### src/rtl/multicycle_ctrl_fsm_if.sv
// Control/datapath bundle for the multicycle MIPS control unit.
// The master side is the controller; the slave side is the datapath.
interface multicycle_ctrl_fsm_if #(
  parameter int unsigned OPCODE_W = 6,
  parameter int unsigned CNT_W    = 32
);
  logic [OPCODE_W-1:0] opcode;
  logic                zero;
  logic                mem_ready;
  logic                pc_wre;
  logic                ir_wre;
  logic                reg_wre;
  logic                alu_src_b;
  logic                mem_req;
  logic                mem_we;
  logic                m2reg;
  logic [1:0]          ext_sel;
  logic [1:0]          reg_dst;
  logic [1:0]          pc_src;
  logic [2:0]          alu_op;
  logic [2:0]          state;
  logic                halted;
  logic                err;
  logic [CNT_W-1:0]    instr_cnt;

  modport master (
    input  opcode, zero, mem_ready,
    output pc_wre, ir_wre, reg_wre, alu_src_b, mem_req, mem_we, m2reg,
           ext_sel, reg_dst, pc_src, alu_op, state, halted, err, instr_cnt
  );

  modport slave (
    output opcode, zero, mem_ready,
    input  pc_wre, ir_wre, reg_wre, alu_src_b, mem_req, mem_we, m2reg,
           ext_sel, reg_dst, pc_src, alu_op, state, halted, err, instr_cnt
  );
endinterface

### src/rtl/multicycle_ctrl_fsm.sv
// Multicycle MIPS control FSM with memory handshake timeout, sticky HALT/ERR and retire counter.
// Define MULTICYCLE_MULDIV_EN to enable the multi-cycle MUL opcode and state.
module multicycle_ctrl_fsm #(
  parameter int unsigned OPCODE_W    = 6,
  parameter int unsigned MEM_TIMEOUT = 15,
  parameter int unsigned CNT_W       = 32,
  parameter int unsigned MUL_LAT     = 4
) (
  input  logic                  clk,
  input  logic                  reset,
  multicycle_ctrl_fsm_if.master bus_io
);

  localparam int unsigned WaitW = $clog2(MEM_TIMEOUT + 1);

  localparam logic [OPCODE_W-1:0] OpAdd  = OPCODE_W'(6'b000000);
  localparam logic [OPCODE_W-1:0] OpSub  = OPCODE_W'(6'b000001);
  localparam logic [OPCODE_W-1:0] OpAddi = OPCODE_W'(6'b000010);
  localparam logic [OPCODE_W-1:0] OpOr   = OPCODE_W'(6'b000100);
  localparam logic [OPCODE_W-1:0] OpAnd  = OPCODE_W'(6'b000101);
  localparam logic [OPCODE_W-1:0] OpOri  = OPCODE_W'(6'b000110);
  localparam logic [OPCODE_W-1:0] OpSll  = OPCODE_W'(6'b011000);
  localparam logic [OPCODE_W-1:0] OpSlt  = OPCODE_W'(6'b100110);
  localparam logic [OPCODE_W-1:0] OpSw   = OPCODE_W'(6'b110000);
  localparam logic [OPCODE_W-1:0] OpLw   = OPCODE_W'(6'b110001);
  localparam logic [OPCODE_W-1:0] OpBeq  = OPCODE_W'(6'b110100);
  localparam logic [OPCODE_W-1:0] OpJ    = OPCODE_W'(6'b111000);
  localparam logic [OPCODE_W-1:0] OpJr   = OPCODE_W'(6'b111001);
  localparam logic [OPCODE_W-1:0] OpJal  = OPCODE_W'(6'b111010);
  localparam logic [OPCODE_W-1:0] OpHalt = OPCODE_W'(6'b111111);

  typedef enum logic [2:0] {
    StIf   = 3'd0,
    StId   = 3'd1,
    StExe  = 3'd2,
    StMem  = 3'd3,
    StWb   = 3'd4,
    StHalt = 3'd5,
    StErr  = 3'd6,
    StMul  = 3'd7
  } state_e;

  if (MEM_TIMEOUT == 0 || MUL_LAT == 0) begin : g_bad_param
    $error("multicycle_ctrl_fsm: MEM_TIMEOUT and MUL_LAT must be >= 1");
  end

  state_e             state_q, state_d;
  logic [WaitW-1:0]   wait_q, wait_d;
  logic [CNT_W-1:0]   cnt_q, cnt_d;
  logic               wait_hit;

  logic               legal, r_type, dec_src_b;
  logic [1:0]         dec_ext;
  logic [2:0]         dec_alu;
  logic               is_lw, is_sw, is_beq, is_j, is_jr, is_jal, is_halt;

  logic               pc_wre, ir_wre, reg_wre, alu_src_b, mem_req, mem_we, m2reg;
  logic [1:0]         ext_sel, reg_dst, pc_src;
  logic [2:0]         alu_op;

  assign is_lw   = (bus_io.opcode == OpLw);
  assign is_sw   = (bus_io.opcode == OpSw);
  assign is_beq  = (bus_io.opcode == OpBeq);
  assign is_j    = (bus_io.opcode == OpJ);
  assign is_jr   = (bus_io.opcode == OpJr);
  assign is_jal  = (bus_io.opcode == OpJal);
  assign is_halt = (bus_io.opcode == OpHalt);

`ifdef MULTICYCLE_MULDIV_EN
  localparam logic [OPCODE_W-1:0] OpMul = OPCODE_W'(6'b001000);
  localparam int unsigned MulW = (MUL_LAT > 1) ? $clog2(MUL_LAT) : 1;

  logic [MulW-1:0] mul_q, mul_d;
  logic            mul_done, is_mul;

  assign is_mul   = (bus_io.opcode == OpMul);
  assign mul_done = (mul_q == MulW'(MUL_LAT - 1));

  always_comb begin
    mul_d = '0;
    if (state_q == StMul && !mul_done) mul_d = mul_q + MulW'(1);
  end

  always_ff @(posedge clk) begin
    if (reset) mul_q <= '0;
    else       mul_q <= mul_d;
  end
`endif

  // Per-opcode datapath selects, consumed in EXE (and reg_dst in WB).
  always_comb begin
    legal     = 1'b1;
    r_type    = 1'b0;
    dec_src_b = 1'b0;
    dec_ext   = 2'b10;
    dec_alu   = 3'b000;
    case (bus_io.opcode)
      OpAdd:  r_type = 1'b1;
      OpSub:  begin r_type = 1'b1; dec_alu = 3'b001; end
      OpAddi: dec_src_b = 1'b1;
      OpOr:   begin r_type = 1'b1; dec_alu = 3'b100; end
      OpAnd:  begin r_type = 1'b1; dec_alu = 3'b101; end
      OpOri:  begin dec_src_b = 1'b1; dec_ext = 2'b01; dec_alu = 3'b100; end
      OpSll:  begin r_type = 1'b1; dec_src_b = 1'b1; dec_ext = 2'b00; dec_alu = 3'b011; end
      OpSlt:  begin r_type = 1'b1; dec_alu = 3'b010; end
      OpSw, OpLw: dec_src_b = 1'b1;
      OpBeq:  dec_alu = 3'b001;
      OpJ, OpJr, OpJal, OpHalt: ;
`ifdef MULTICYCLE_MULDIV_EN
      OpMul:  begin r_type = 1'b1; dec_alu = 3'b111; end
`endif
      default: legal = 1'b0;
    endcase
  end

  assign wait_hit = (wait_q == WaitW'(MEM_TIMEOUT - 1));

  always_comb begin
    state_d   = state_q;
    pc_wre    = 1'b0;
    ir_wre    = 1'b0;
    reg_wre   = 1'b0;
    alu_src_b = 1'b0;
    mem_req   = 1'b0;
    mem_we    = 1'b0;
    m2reg     = 1'b0;
    ext_sel   = 2'b00;
    reg_dst   = 2'b00;
    pc_src    = 2'b00;
    alu_op    = 3'b000;
    unique case (state_q)
      StIf: begin
        mem_req = 1'b1;
        if (bus_io.mem_ready) begin
          ir_wre  = 1'b1;
          state_d = StId;
        end else if (wait_hit) begin
          state_d = StErr;
        end
      end
      StId: begin
        if (!legal) begin
          state_d = StErr;
        end else if (is_j || is_jal) begin
          pc_wre  = 1'b1;
          pc_src  = 2'b11;
          reg_wre = is_jal;
          state_d = StIf;
        end else if (is_jr) begin
          pc_wre  = 1'b1;
          pc_src  = 2'b10;
          state_d = StIf;
        end else if (is_halt) begin
          state_d = StHalt;
        end else begin
          state_d = StExe;
        end
      end
      StExe: begin
        alu_src_b = dec_src_b;
        ext_sel   = dec_ext;
        alu_op    = dec_alu;
        if (is_beq) begin
          pc_wre  = 1'b1;
          pc_src  = bus_io.zero ? 2'b01 : 2'b00;
          state_d = StIf;
        end else if (is_lw || is_sw) begin
          state_d = StMem;
`ifdef MULTICYCLE_MULDIV_EN
        end else if (is_mul) begin
          state_d = StMul;
`endif
        end else begin
          state_d = StWb;
        end
      end
      StMem: begin
        mem_req = 1'b1;
        mem_we  = is_sw;
        if (bus_io.mem_ready) begin
          pc_wre  = is_sw;
          state_d = is_sw ? StIf : StWb;
        end else if (wait_hit) begin
          state_d = StErr;
        end
      end
      StWb: begin
        reg_wre = 1'b1;
        pc_wre  = 1'b1;
        reg_dst = r_type ? 2'b10 : 2'b01;
        m2reg   = is_lw;
        state_d = StIf;
      end
      StHalt, StErr: ;
      StMul: begin
`ifdef MULTICYCLE_MULDIV_EN
        alu_op = 3'b111;
        if (mul_done) state_d = StWb;
`else
        state_d = StErr;
`endif
      end
    endcase
    // Reset suppresses every side effect of the aborted instruction.
    if (reset) begin
      pc_wre  = 1'b0;
      ir_wre  = 1'b0;
      reg_wre = 1'b0;
      mem_req = 1'b0;
      mem_we  = 1'b0;
    end
  end

  // Ready always clears the count, so ready on the timeout cycle wins.
  always_comb begin
    wait_d = '0;
    if (mem_req && !bus_io.mem_ready && !wait_hit) wait_d = wait_q + WaitW'(1);
  end

  always_comb begin
    cnt_d = cnt_q;
    if (pc_wre) cnt_d = cnt_q + CNT_W'(1);
  end

  always_ff @(posedge clk) begin
    if (reset) begin
      state_q <= StIf;
      wait_q  <= '0;
      cnt_q   <= '0;
    end else begin
      state_q <= state_d;
      wait_q  <= wait_d;
      cnt_q   <= cnt_d;
    end
  end

  assign bus_io.pc_wre    = pc_wre;
  assign bus_io.ir_wre    = ir_wre;
  assign bus_io.reg_wre   = reg_wre;
  assign bus_io.alu_src_b = alu_src_b;
  assign bus_io.mem_req   = mem_req;
  assign bus_io.mem_we    = mem_we;
  assign bus_io.m2reg     = m2reg;
  assign bus_io.ext_sel   = ext_sel;
  assign bus_io.reg_dst   = reg_dst;
  assign bus_io.pc_src    = pc_src;
  assign bus_io.alu_op    = alu_op;
  assign bus_io.state     = state_q;
  assign bus_io.halted    = (state_q == StHalt);
  assign bus_io.err       = (state_q == StErr);
  assign bus_io.instr_cnt = cnt_q;

endmodule

### src/flat_wrapper.sv
// flat-port wrapper written by rule: the top's interface ports become plain ports
module multicycle_ctrl_fsm_flat 
#(
  parameter int unsigned OPCODE_W    = 6,
  parameter int unsigned MEM_TIMEOUT = 15,
  parameter int unsigned CNT_W       = 32,
  parameter int unsigned MUL_LAT     = 4
)
  (clk, reset, bus_io_opcode, bus_io_zero, bus_io_mem_ready, bus_io_pc_wre, bus_io_ir_wre, bus_io_reg_wre, bus_io_alu_src_b, bus_io_mem_req, bus_io_mem_we, bus_io_m2reg, bus_io_ext_sel, bus_io_reg_dst, bus_io_pc_src, bus_io_alu_op, bus_io_state, bus_io_halted, bus_io_err, bus_io_instr_cnt);
  multicycle_ctrl_fsm_if #(.OPCODE_W(OPCODE_W), .CNT_W(CNT_W)) bus_io_i ();
  input  logic clk;
  input  logic reset;
  input wire logic [$bits(bus_io_i.opcode)-1:0] bus_io_opcode;
  input wire logic [$bits(bus_io_i.zero)-1:0] bus_io_zero;
  input wire logic [$bits(bus_io_i.mem_ready)-1:0] bus_io_mem_ready;
  output wire logic [$bits(bus_io_i.pc_wre)-1:0] bus_io_pc_wre;
  output wire logic [$bits(bus_io_i.ir_wre)-1:0] bus_io_ir_wre;
  output wire logic [$bits(bus_io_i.reg_wre)-1:0] bus_io_reg_wre;
  output wire logic [$bits(bus_io_i.alu_src_b)-1:0] bus_io_alu_src_b;
  output wire logic [$bits(bus_io_i.mem_req)-1:0] bus_io_mem_req;
  output wire logic [$bits(bus_io_i.mem_we)-1:0] bus_io_mem_we;
  output wire logic [$bits(bus_io_i.m2reg)-1:0] bus_io_m2reg;
  output wire logic [$bits(bus_io_i.ext_sel)-1:0] bus_io_ext_sel;
  output wire logic [$bits(bus_io_i.reg_dst)-1:0] bus_io_reg_dst;
  output wire logic [$bits(bus_io_i.pc_src)-1:0] bus_io_pc_src;
  output wire logic [$bits(bus_io_i.alu_op)-1:0] bus_io_alu_op;
  output wire logic [$bits(bus_io_i.state)-1:0] bus_io_state;
  output wire logic [$bits(bus_io_i.halted)-1:0] bus_io_halted;
  output wire logic [$bits(bus_io_i.err)-1:0] bus_io_err;
  output wire logic [$bits(bus_io_i.instr_cnt)-1:0] bus_io_instr_cnt;
  assign bus_io_i.opcode = bus_io_opcode;
  assign bus_io_i.zero = bus_io_zero;
  assign bus_io_i.mem_ready = bus_io_mem_ready;
  assign bus_io_pc_wre = bus_io_i.pc_wre;
  assign bus_io_ir_wre = bus_io_i.ir_wre;
  assign bus_io_reg_wre = bus_io_i.reg_wre;
  assign bus_io_alu_src_b = bus_io_i.alu_src_b;
  assign bus_io_mem_req = bus_io_i.mem_req;
  assign bus_io_mem_we = bus_io_i.mem_we;
  assign bus_io_m2reg = bus_io_i.m2reg;
  assign bus_io_ext_sel = bus_io_i.ext_sel;
  assign bus_io_reg_dst = bus_io_i.reg_dst;
  assign bus_io_pc_src = bus_io_i.pc_src;
  assign bus_io_alu_op = bus_io_i.alu_op;
  assign bus_io_state = bus_io_i.state;
  assign bus_io_halted = bus_io_i.halted;
  assign bus_io_err = bus_io_i.err;
  assign bus_io_instr_cnt = bus_io_i.instr_cnt;
  multicycle_ctrl_fsm #(.OPCODE_W(OPCODE_W), .MEM_TIMEOUT(MEM_TIMEOUT), .CNT_W(CNT_W), .MUL_LAT(MUL_LAT)) u_core (.clk(clk), .reset(reset), .bus_io(bus_io_i));
endmodule
### config.mk
export PLATFORM = sky130hd
export DESIGN_NAME = multicycle_ctrl_fsm_flat
export DESIGN_NICKNAME = d
export VERILOG_FILES = /design/src/rtl/multicycle_ctrl_fsm_if.sv /design/src/rtl/multicycle_ctrl_fsm.sv /design/src/flat_wrapper.sv
export SDC_FILE = /design/constraint.sdc
export NUM_CORES = 1
export LEC_CHECK = 0
export BUFFER_PORTS_ARGS = -buffer_cell sky130_fd_sc_hd__buf_2
export CAP_MARGIN = 20
export CORE_MARGIN = 1
export CORE_UTILIZATION = 42
export DETAILED_ROUTE_END_ITERATION = 10
export MAX_ROUTING_LAYER = met4
export PLACE_DENSITY_LB_ADDON = 0.08
export SYNTH_ARGS = -nofsm -noshare
export SYNTH_HDL_FRONTEND = slang
export SYNTH_SLANG_ARGS = --single-unit
### constraint.sdc
create_clock -name clk -period 4.1 [get_ports clk]
set_clock_uncertainty 0.05 [all_clocks]
set_input_delay 0.615 -clock clk [delete_from_list [all_inputs] [get_ports clk]]
set_output_delay 0.615 -clock clk [all_outputs]
set_load 0.05 [all_outputs]
After elaboration in Yosys (flattened, before gate mapping)
Index checks and enable logic that the tools add are counted.
Storage, ports and cells
  input bits: 10
  flip-flop bits (word level): 39
  output and inout port bits: 53
  word-level logic and storage cells: 90
Cells by class
  bitwise operators: 1
  multiplexer cells: 46
  reductions and logical operators: 16
  equality and inequality tests: 22
  add/subtract/negate cells: 2
Operators by type and width (number)
  6-bit == test (second input constant): 8
  3-bit 2-to-1 mux: 11
  32-bit by 1-bit adder with 32-bit output (second input constant): 1
  1-bit 2-to-1 mux: 22
  6-bit by 3-bit == test with 1-bit output (second input constant): 3
  3-bit case mux with 6 select lines: 1
  3-bit case mux with 5 select lines: 1
  15-bit OR reduction: 1
  2-bit 2-to-1 mux: 7
  3-bit == test (second input constant): 4
  2-bit case mux with 2 select lines: 2
  2-bit OR reduction: 4
  3-bit by 2-bit == test with 1-bit output (second input constant): 2
  6-bit by 1-bit == test with 1-bit output (second input constant): 1
  6-bit by 2-bit == test with 1-bit output (second input constant): 1
  6-bit by 5-bit == test with 1-bit output (second input constant): 1
  6-bit zero test: 1
  6-bit nonzero test: 1
  6-bit OR reduction: 1
  5-bit OR reduction: 1
  4-bit by 1-bit adder with 4-bit output (second input constant): 1
  4-bit == test (second input constant): 1
  1-bit case mux with 4 select lines: 1
  3-bit by 1-bit == test with 1-bit output (second input constant): 1
  6 further kinds: 9

Longest topological paths before layout
Gate-level depths: netlist of run 1.
  word-level depth: 8
  gate-level depth with buffers: 8
  depth with buffers taken out: 6

Worst setup path after synthesis of run 1
No wires, ideal clock.
  path type: input port to output port
  from: input port reset
  to: output port bus_io_mem_we
  cell stages on the path: 4
  arrival time: 2.709 ns
  required time: 3.435 ns
  slack: 0.726 ns
  cell sequence: clkbuf_1 > clkbuf_1 > buf_1 > nor4_1
On the way
  word-level cells in the longest chain between the ends: 1
RTL lines
  start: declaration: line flat_wrapper.sv:12  | input logic reset;
  1-bit 2-to-1 mux: line multicycle_ctrl_fsm.sv:205  | if (reset) begin
  end: declaration: line flat_wrapper.sv:21  | output wire logic [$bits(bus_io_i.mem_we)-1:0] bus_io_mem_we;
No other way between the ends.

Worst setup path after layout of run 1
  from: register u_core.state_q[1] (netlist: u_core.bus_io.state[1])
  to: output port bus_io_pc_wre
On the way
  word-level cells in the longest chain between the ends: 3
  elaborated cells on any way between the ends: 6
  classes of those cells: eq/ne (4); mux (2)
RTL lines
  start: declaration: line multicycle_ctrl_fsm.sv:47  | state_e state_q, state_d;
  start signal: assignment: line multicycle_ctrl_fsm.sv:227  | state_q <= StIf;
  start signal: assignment: line multicycle_ctrl_fsm.sv:231  | state_q <= state_d;
  3-bit == test, or another cell as far along: line multicycle_ctrl_fsm.sv:131  | unique case (state_q)
  1-bit case mux with 4 select lines (*): line multicycle_ctrl_fsm.sv:131
  1-bit 2-to-1 mux (*): line multicycle_ctrl_fsm.sv:205
  end: declaration: line flat_wrapper.sv:16  | output wire logic [$bits(bus_io_i.pc_wre)-1:0] bus_io_pc_wre;
Every way passes the cells marked *; elsewhere a longest branch is shown, timed or not.

==> flow_summary.ini, run 1 <==
[status]
run_status = complete, but fails checks
violated_checks = design-rule violations

[worst_setup_path]
reg2reg_slack_ns = 1.44
critical_path.startpoint_type = register
timing.rr.end = u_core.bus_io.instr_cnt[22]
worst_setup_path_end_kind = output port
cp_max_fo = 18
worst_r2r_path_depth = 5
critical_path.startpoint = u_core.bus_io.state[1]
rr_startpoint = u_core.bus_io.state[0]
critPathCapture = bus_io_pc_wre
data_arrival_time_of_the_critical_path_ns = 2.42
crit_required_ns = 3.43
timing_worst_setup_path_type = reg2out

[worst_hold_path]
launch_instance_of_the_worst_min_delay_path = u_core.wait_q[0]
worst_hold_path_type = reg2reg

[yosys]
synth.top_cells.by_count = sky130_fd_sc_hd__nor2_1, sky130_fd_sc_hd__dfxtp_1, sky130_fd_sc_hd__nor2b_1
asyncSetResetFlopFracSynth_pct = 0
postSynth.topFlopCell = sky130_fd_sc_hd__dfxtp_1
synth_enable_flop_cells = 0
synthesis.instances = 359
syn_area_sq_um = 2880
yosys.area.top_type_share_pct = 27.1
dominant_cell_by_count_in_the_synthesized_netlist = sky130_fd_sc_hd__nor2_1
yosys.area.top_type = sky130_fd_sc_hd__dfxtp_1
ys_seq_elements = 39
synth.area.top_cells = sky130_fd_sc_hd__dfxtp_1, sky130_fd_sc_hd__mux2_2, sky130_fd_sc_hd__nor2_1, sky130_fd_sc_hd__nor2b_1, sky130_fd_sc_hd__a21oi_1
ys_warn_count = 0
synth.distinct_cells = 54
mappedNetlistNets = 372
syn-mean-instance-area_sq_um = 8.01
yosysSeqAreaShare_pct = 27.1

[floorplanning]
width_of_the_die_um = 84.8
floorplan.die_area_sq_um = 7180
fp.dieH_um = 84.8
row_count = 29
start_util_pct = 44.3
core_area_sq_um = 6490
io_pins = 63

[detailed_routing]
wl_um = 7120
overall_via_count_from_detail_route = 2696
drt_first_iter_violations = 156
firstDrtPassIters = 8
routedWlPerCell_um = 14.7
residual_drc = 8
viasPerCell = 5.58
ant_nets = 0

[cts]
hold_buffers = 0
clk_transition_reported_paths_ns = 0.09
number_of_instances_resized_during_post_cts_repair = 0
clock_insertion_delay_worst_skew_ns = 0.30
tritoncts = yes
clock_root_buffer = sky130_fd_sc_hd__clkbuf_8
post_cts_buffers = 0
cts_sink_count = 39
clockBufferDepth = 2
number_of_clock_buffers_inserted_by_tritoncts = 5
htree_levels = 2

[sta]
maxSlewViolCount = 0
timing.final.crit_share_pct = 75.2
hold_worst_slack_ns = 0.429
finalSetupViolCount = 0
report.final.hold_viol_count = 0
rsz0062_at_grt = no
timing.slew.headroom_pct = 42.9
max_freq_mhz = 324
final_period_minus_worst_setup_slack_ns = 3.08
fin_tns_setup_ns = 0
tightest_slew_ns = 0.857

[power]
power.density_nw_per_um2 = 359
power.net_switching_w = 0.000494
p_clk_share_pct = 28.2
worst_ir_drop_vdd_mv = 0.184
power_frac_seq_pct = 38.1
p_int_w = 0.000684
logic_pwr_share_pct = 33.7
cellLeakagePower_nw = 1.32
power.share.switching_pct = 41.9

[cells_and_area]
n_antenna_cell = 0
n_fill_cell = 655
net_count_reported_at_finish = 418
post_route_cells_drive_above_1_share_pct = 26.1
flow.area_growth_from_synthesis_pct = 14.2

[placed_design]
dp.final_hpwl_um = 5070
number_of_buffer_cells_added_on_primary_ports = 62
finalWeightedCongestion = 0.843

[grt]
overall_global_routing_resource_usage_pct = 21.1
first_global_vias = 2375
pin_count_of_the_biggest_net_entering_global_routing = 38
global_route_wire_length_before_repair_um = 12100
overflow = 0
grt_antenna_before_repair = 0

[flow_run]
timing.max_cap.violations = 0
stage by stage:
step	util, %	instance area [sq um]	instances	power (W)	setup WS (ns)
2_1_floorplan	-	2880	359	0.000777	0.726
3_5_place_dp	48.8	3170	475	0.000853	1.14
3_3_place_gp	48.8	3170	475	0.000852	1.15
4_1_cts	50.6	3280	483	0.00118	1.02
5_1_grt	50.6	3280	483	0.00124	0.847
6_report	50.6	3280	483	0.00118	1.02
cells by family (layout without fill, tap and decap cells):
kind of cell    count (synthesis)  count (layout)  synth area share, %
compound gates                 73              73                 19.6
fa+ha+maj                       3               3                 1.31
xor+xnor                        2               2                0.609
simple gates                  176             176                 33.5
buf+inv                        34              81                 5.44
mux                            32              32                 12.4
flops                          39              39                 27.1
power groups by stage:
| stage | logic, W | clock network, W | registers [W] |
|---|---|---|---|
| final | 0.000397 | 0.000332 | 0.000449 |
| after global routing | 0.000429 | 0.000354 | 0.000454 |
| after CTS | 0.000397 | 0.000338 | 0.000448 |
| after detailed placement | 0.000396 | 0 | 0.000457 |
| after global placement | 0.000397 | 0 | 0.000455 |
| after floorplan | 0.000296 | 0 | 0.000481 |
layout make-up:
| cell class | count | area [sq um] | area share (%) |
|---|---|---|---|
| multi-input combinational | 286 | 1940 | 59.0 |
| tap | 77 | 96.3 | 2.93 |
| inverter | 10 | 37.5 | 1.14 |
| clock buffer | 5 | 68.8 | 2.10 |
| clock inverter | 3 | 43.8 | 1.33 |
| sequential | 39 | 781 | 23.8 |
| timing repair buffer | 63 | 318 | 9.68 |
routing by layer:
layer | share of wire, % | vias up | track usage [%] | wire length, um
li1 | - | 1389 | - | -
met1 | 53 | 1237 | 31.5 | 3780
met3 | 4.4 | 5 | 3.54 | 312
met5 | 0 | - | - | 0
met2 | 42 | 65 | 29.8 | 2980
met4 | 0.63 | 0 | 4.16 | 45
worst max-delay path, stage by stage, from the launching register on:
cell and delay, ns:
sky130_fd_sc_hd__dfxtp_1 0.62, sky130_fd_sc_hd__nor2_1 0.17, sky130_fd_sc_hd__nand2_1 0.25, sky130_fd_sc_hd__o21a_1 0.64, sky130_fd_sc_hd__a21oi_1 0.19, sky130_fd_sc_hd__buf_2 0.25
flip-flops by register name (all words and copies together) (netlist names):
| signal | cells |
|---|---|
| u_core.bus_io.instr_cnt | 32 |
| u_core.wait_q | 4 |
| u_core.bus_io.state | 3 |
cells in the final DEF, fill, tap and decap left out, types with 2 or more instances in the layout:
master,count
sky130_fd_sc_hd__a2111oi_4,3
sky130_fd_sc_hd__a211oi_1,14
sky130_fd_sc_hd__a21boi_0,2
sky130_fd_sc_hd__a21o_1,2
sky130_fd_sc_hd__a21oi_1,22
sky130_fd_sc_hd__a22oi_1,2
sky130_fd_sc_hd__a31oi_1,6
sky130_fd_sc_hd__and3_1,5
sky130_fd_sc_hd__and4_1,2
sky130_fd_sc_hd__buf_2,62
sky130_fd_sc_hd__clkbuf_8,5
sky130_fd_sc_hd__dfxtp_1,39
sky130_fd_sc_hd__ha_1,3
sky130_fd_sc_hd__inv_1,9
sky130_fd_sc_hd__mux2_1,7
sky130_fd_sc_hd__mux2_2,22
sky130_fd_sc_hd__mux2i_1,3
sky130_fd_sc_hd__nand2_1,19
sky130_fd_sc_hd__nand2b_1,6
sky130_fd_sc_hd__nand3_1,19
sky130_fd_sc_hd__nand3b_1,2
sky130_fd_sc_hd__nand4_1,10
sky130_fd_sc_hd__nor2_1,55
sky130_fd_sc_hd__nor2b_1,29
sky130_fd_sc_hd__nor3_1,8
sky130_fd_sc_hd__nor3b_1,2
sky130_fd_sc_hd__nor4_1,5
sky130_fd_sc_hd__o21a_1,3
sky130_fd_sc_hd__o21ai_0,7
sky130_fd_sc_hd__o31a_1,2
sky130_fd_sc_hd__o32ai_1,2
sky130_fd_sc_hd__or3_1,3
sky130_fd_sc_hd__or4_1,3
worst min path at each step:
stage / depth (start not counted) / endpoint / slack [ns]
final: 1 / u_core.wait_q[0] / 0.43
after global routing: 1 / u_core.wait_q[0] / 0.45
after CTS: 1 / u_core.wait_q[0] / 0.43
after detailed placement: 1 / u_core.wait_q[0] / 0.41
after global placement: 1 / u_core.wait_q[0] / 0.40
after floorplan: 1 / u_core.wait_q[0] / 0.38
Power figures use the tool's default switching activity.
==> inputs of run 2 (changes only) <==
==> constraint.sdc (replaced) <==
create_clock -name clk -period 3 [get_ports clk]
set_clock_uncertainty 0.05 [all_clocks]
set_input_delay 0.45 -clock clk [delete_from_list [all_inputs] [get_ports clk]]
set_output_delay 0.45 -clock clk [all_outputs]
set_load 0.05 [all_outputs]
==> run 2 against run 1 <==
The run still ends with design-rule violations left. Count of clock-buffer cells in the layout grew 1. Routed wire length shrank 0.25%. Sequential share of layout area shrank 0.16 points. Critical path type unchanged. Largest power group unchanged.
==> flow_summary.ini, run 2 (synthesized netlist as in run 1, its figures left out) <==
[sta]
final_period_minus_worst_setup_slack_ns = 2.83
report.final.hold_viol_count = 0
timing.final.crit_share_pct = 94.4
rsz0062_at_grt = no
finalSetupViolCount = 0
timing.slew.headroom_pct = 49.4
tightest_slew_ns = 0.757
fin_tns_setup_ns = 0
max_freq_mhz = 353
maxSlewViolCount = 0
setup_ws_ns = 0.169

[cells_and_area]
n_antenna_cell = 0
n_fill_cell = 654
layout.cell_area.non_filler_sq_um = 3310
final_common_cell = sky130_fd_sc_hd__buf_2
max_reg_flops = 32
mostFrequentLayoutCells = sky130_fd_sc_hd__buf_2, sky130_fd_sc_hd__nor2_1, sky130_fd_sc_hd__dfxtp_1, sky130_fd_sc_hd__nor2b_1
net_count_reported_at_finish = 423
post-route-util_pct = 50.9
post_route_cells_drive_above_1_share_pct = 27.3
flow.area_growth_from_synthesis_pct = 15.0

[worst_setup_path]
critical_path_buf_inv_count = 1
crit_required_ns = 2.50
timing_worst_setup_path_type = reg2out
critical_path.startpoint = u_core.bus_io.state[0]
timing.critical_path.max_delay_family = compound AO/OA/AOI/OAI gates
critical_path.startpoint_type = register
rr_startpoint = u_core.bus_io.state[0]
worst_r2r_path_depth = 5
cp_max_fo = 18
critical_path.cell_chain = nand2b_1 -> a2111oi_4 -> o21ai_4 -> a21oi_1 -> buf_2
critPathCapture = bus_io_pc_wre
cell_with_the_largest_stage_delay_on_the_worst_path = sky130_fd_sc_hd__dfxtp_1
reg2reg_slack_ns = 0.43
data_arrival_time_of_the_critical_path_ns = 2.33
timing.rr.end = u_core.bus_io.instr_cnt[30]
timing.critical_path.slowest_cell_delay_ns = 0.58
worstSetupPathDepth = 5
worst_setup_path_end_kind = output port

[placed_design]
number_of_buffer_cells_added_on_primary_ports = 62
finalWeightedCongestion = 0.860
dpl-instance-area_sq_um = 3220
dp.final_hpwl_um = 5180
pre_cts_slack_ns = 0.402

[cts]
htree_levels = 2
clockBufferDepth = 2
number_of_clock_buffers_inserted_by_tritoncts = 5
number_of_instances_resized_during_post_cts_repair = 0
post_cts_buffers = 0
tritoncts = yes
clock_root_buffer = sky130_fd_sc_hd__clkbuf_8
hold_buffers = 0
clock_insertion_delay_worst_skew_ns = 0.29
cts_sink_count = 39
clk_transition_reported_paths_ns = 0.08

[power]
power.density_nw_per_um2 = 460
power_frac_seq_pct = 40.1
totalPowerFinal_w = 0.00152
cellLeakagePower_nw = 1.33
p_int_w = 0.000863
power.net_switching_w = 0.000659
p_clk_share_pct = 23.1
worst_ir_drop_vdd_mv = 0.217
power.share.switching_pct = 43.3
logic_pwr_share_pct = 36.7

[floorplanning]
io_pins = 63
width_of_the_die_um = 84.8
fp.dieH_um = 84.8
core_area_sq_um = 6490
row_count = 29
start_util_pct = 44.3
floorplan.die_area_sq_um = 7180

[detailed_routing]
ant_nets = 0
viasPerCell = 5.63
wl_um = 7100
residual_drc = 6
drt_first_iter_violations = 183
overall_via_count_from_detail_route = 2748
routedWlPerCell_um = 14.6
firstDrtPassIters = 10

[status]
run_status = complete, but fails checks
violated_checks = design-rule violations

[grt]
overflow = 0
global_route_wire_length_before_repair_um = 11700
first_global_vias = 2339
pin_count_of_the_biggest_net_entering_global_routing = 39
overall_global_routing_resource_usage_pct = 20.8
grt_antenna_before_repair = 0

[flow_run]
timing.max_cap.violations = 0

[worst_hold_path]
launch_instance_of_the_worst_min_delay_path = u_core.wait_q[0]
worst_hold_path_type = reg2reg
[run 2: metrics by stage]
step                hold slack [ns]  cells
finish                        0.417    488
global route                  0.434    488
CTS                           0.424    488
detailed placement            0.405    480
global placement              0.397    480
floorplan                     0.380    359
[run 2: layer usage]
layer  part of all wire, %  global-route usage [%]  vias to the layer above
met4                  0.68                    4.62                        0
met1                    52                    30.4                     1281
met2                    43                    29.5                       65
li1                      -                       -                     1398
met5                     0                       -                        -
met3                   4.5                    3.83                        4
[run 2: worst min path at each step]
stage | to | depth (start not counted)
global route | u_core.wait_q[0] | 1
floorplan | u_core.wait_q[0] | 1
finish | u_core.wait_q[0] | 1
detailed placement | u_core.wait_q[0] | 1
CTS | u_core.wait_q[0] | 1
global placement | u_core.wait_q[0] | 1
[run 2: worst register-to-register path, cell delays in order, from the launching register on]
cell and delay, ns:
sky130_fd_sc_hd__dfxtp_1 0.58, sky130_fd_sc_hd__nand2b_1 0.25, sky130_fd_sc_hd__a2111oi_4 0.46, sky130_fd_sc_hd__o211ai_2 0.41
sky130_fd_sc_hd__a211oi_1 0.36, sky130_fd_sc_hd__mux2_2 0.36
[run 2: power by group through the flow]
stage	registers, W	logic [W]	clock network (W)
after global placement	0.000621	0.000558	0
after detailed placement	0.000621	0.000557	0
after floorplan	0.000658	0.000407	0
after global routing	0.000620	0.000602	0.000382
after CTS	0.000609	0.000559	0.000361
final	0.000610	0.000559	0.000352
[run 2: layout make-up]
cell class / instances / area, sq um / area share, %
sequential: 39 / 781 / 23.6
timing repair buffer: 68 / 355 / 10.7
clock inverter: 2 / 12.5 / 0.378
tap: 77 / 96.3 / 2.91
multi-input combinational: 286 / 1950 / 59.0
clock buffer: 6 / 72.6 / 2.19
inverter: 10 / 37.5 / 1.14
==> inputs of run 3 (changes only) <==
--- a/config.mk
+++ b/config.mk
@@ -5,6 +5,7 @@
 export SDC_FILE = /design/constraint.sdc
 export NUM_CORES = 1
 export LEC_CHECK = 0
+export ABC_AREA = 1
 export BUFFER_PORTS_ARGS = -buffer_cell sky130_fd_sc_hd__buf_2
 export CAP_MARGIN = 20
 export CORE_MARGIN = 1
==> run 3 against run 2 <==
The flow now finishes without violations. Sequential power shrank 2%. Non-clock buffer count down 3. Critical path depth rose by 3. Hold slack got worse by 0.0017 ns. Core utilization increased by 1.1 points. Cell count up 24%. Via count is 11% higher. Cell area down 5.8%. Global-route usage increased by 2.8 points. Register-to-register slack improved by 0.61 ns. Largest cell class unchanged. Highest routed layer unchanged.
==> flow_summary.ini, run 3 <==
[status]
run_status = complete, no violations

[power]
cellLeakagePower_nw = 1.42
p_int_w = 0.000955
logic_pwr_share_pct = 38.9
power.density_nw_per_um2 = 551
power.net_switching_w = 0.000761
p_clk_share_pct = 26.2
power.share.switching_pct = 44.3
worst_ir_drop_vdd_mv = 0.379
power_frac_seq_pct = 34.8

[worst_setup_path]
crit_required_ns = 2.50
timing_worst_setup_path_type = reg2out
worst_r2r_path_depth = 10
critical_path.startpoint_type = register
worst_setup_path_end_kind = output port
cp_max_fo = 12
data_arrival_time_of_the_critical_path_ns = 2.06

[cells_and_area]
multi_input_comb_area_sq_um = 1650
seq_area_sq_um = 781
post-route-util_pct = 52.0
n_antenna_cell = 0
net_count_reported_at_finish = 540
flow.area_growth_from_synthesis_pct = 18.4
n_fill_cell = 673
max_reg_flops = 32
final_common_cell = sky130_fd_sc_hd__nand2_1
post_route_cells_drive_above_1_share_pct = 15.2
finish.cell_count_without_fillers = 603
mostFrequentLayoutCells = sky130_fd_sc_hd__nand2_1, sky130_fd_sc_hd__nor2_1, sky130_fd_sc_hd__buf_2, sky130_fd_sc_hd__nand3_1, sky130_fd_sc_hd__dfxtp_1

[floorplanning]
row_count = 28
width_of_the_die_um = 81.2
floorplan.die_area_sq_um = 6590
start_util_pct = 43.9
io_pins = 63
fp.dieH_um = 81.2
core_area_sq_um = 5990

[grt]
grt_antenna_before_repair = 0
global_route_wire_length_before_repair_um = 11900
first_global_vias = 2619
pin_count_of_the_biggest_net_entering_global_routing = 30
overflow = 0
overall_global_routing_resource_usage_pct = 23.6

[yosys]
ys_seq_elements = 39
syn-mean-instance-area_sq_um = 5.67
synth_enable_flop_cells = 0
synth.area.top_cells = sky130_fd_sc_hd__dfxtp_1, sky130_fd_sc_hd__nand2_1, sky130_fd_sc_hd__nor2_1, sky130_fd_sc_hd__nand3_1, sky130_fd_sc_hd__inv_1
dominant_cell_by_count_in_the_synthesized_netlist = sky130_fd_sc_hd__nand2_1
yosys.area.top_type = sky130_fd_sc_hd__dfxtp_1
mappedNetlistNets = 477
asyncSetResetFlopFracSynth_pct = 0
synth.distinct_cells = 25
synthesis.instances = 464
yosys.area.top_type_share_pct = 29.7
syn_area_sq_um = 2630
postSynth.topFlopCell = sky130_fd_sc_hd__dfxtp_1
ys_warn_count = 0
yosysSeqAreaShare_pct = 29.7
synth.top_cells.by_count = sky130_fd_sc_hd__nand2_1, sky130_fd_sc_hd__nor2_1, sky130_fd_sc_hd__nand3_1

[sta]
max_freq_mhz = 391
rsz0062_at_grt = no
timing.slew.headroom_pct = 62.9
timing.final.crit_share_pct = 85.3
finalSetupViolCount = 0
setup_ws_ns = 0.441
fin_tns_setup_ns = 0
maxSlewViolCount = 0
final_period_minus_worst_setup_slack_ns = 2.56
report.final.hold_viol_count = 0
tightest_slew_ns = 0.555

[placed_design]
number_of_buffer_cells_added_on_primary_ports = 62
pre_cts_slack_ns = 0.664
dp.final_hpwl_um = 5370
finalWeightedCongestion = 0.859
dp.cells = 595

[worst_hold_path]
worst_hold_path_type = reg2reg
whs_path_depth = 1

[detailed_routing]
drt_first_iter_violations = 133
overall_via_count_from_detail_route = 3056
viasPerCell = 5.07
ant_nets = 0
wl_um = 7050
routedWlPerCell_um = 11.7
firstDrtPassIters = 4
residual_drc = 0

[cts]
number_of_instances_resized_during_post_cts_repair = 0
clock_insertion_delay_worst_skew_ns = 0.30
cts_sink_count = 39
clock_root_buffer = sky130_fd_sc_hd__clkbuf_8
number_of_clock_buffers_inserted_by_tritoncts = 5
htree_levels = 2
hold_buffers = 0
clockBufferDepth = 2
tritoncts = yes
clk_transition_reported_paths_ns = 0.08
post_cts_buffers = 0

[flow_run]
timing.max_cap.violations = 0
[run 3: per-layer routing]
layer  vias to the layer above  GRT usage [%]  wire [um]
li1                       1602              -          -
met1                      1381           33.5       3660
met2                        65           34.9       2970
met3                         8           3.60        349
met4                         0           5.54         62
met5                         -              -          0
[run 3: cells by family (layout without fill, tap and decap cells)]
logic type               after synthesis  after routing  synth area share, %
AO/OA/AOI/OAI                         38             38                 7.60
buffers and inverters                 49            113                 7.79
AND/OR/NAND/NOR                      332            332                 52.5
XOR/XNOR                               3              3                0.998
adder cells (fa/ha/maj)                3              3                 1.43
flip-flops                            39             39                 29.7
[run 3: area by class of cell]
class                      count  share of cell area, %
multi-input combinational    376                   52.8
sequential                    39                   25.1
timing repair buffer          65                   10.7
inverter                      40                   4.82
tap                           75                   3.01
clock buffer                   5                   2.21
clock inverter                 3                   1.41
[run 3: critical path, stage by stage (launching register included)]
cell                      delay, ns
sky130_fd_sc_hd__dfxtp_1       0.48
sky130_fd_sc_hd__nand2_1       0.12
sky130_fd_sc_hd__nor2_1        0.21
sky130_fd_sc_hd__nand3_1       0.13
sky130_fd_sc_hd__nand2_1       0.12
sky130_fd_sc_hd__nor2_2        0.04
sky130_fd_sc_hd__buf_4         0.18
sky130_fd_sc_hd__nor2_4        0.17
sky130_fd_sc_hd__buf_2         0.29
[run 3: final timing paths]
path                                    from                     endpoint  slack [ns]
setup / recovery      u_core.bus_io.state[1]                bus_io_pc_wre        0.44
hold / removal              u_core.wait_q[0]             u_core.wait_q[0]        0.42
setup reg to reg  u_core.bus_io.instr_cnt[1]  u_core.bus_io.instr_cnt[24]        1.04
hold reg to reg             u_core.wait_q[0]             u_core.wait_q[0]        0.42
[run 3: through the flow]
| stage | instance area [sq um] | hold WS, ns | power (W) |
|---|---|---|---|
| final | 3120 | 0.416 | 0.00172 |
| after floorplan | 2630 | 0.380 | 0.00114 |
| after global placement | 3000 | 0.398 | 0.00127 |
| after CTS | 3120 | 0.424 | 0.00172 |
| after global routing | 3120 | 0.467 | 0.00182 |
| after detailed placement | 3000 | 0.404 | 0.00128 |
[run 3: power groups by stage]
stage	sequential, W	combinational [W]	clock, W
2_1_floorplan	0.000673	0.000472	0
3_3_place_gp	0.000610	0.000663	0
3_5_place_dp	0.000609	0.000667	0
4_1_cts	0.000597	0.000669	0.000458
5_1_grt	0.000606	0.000734	0.000478
6_report	0.000598	0.000668	0.000450
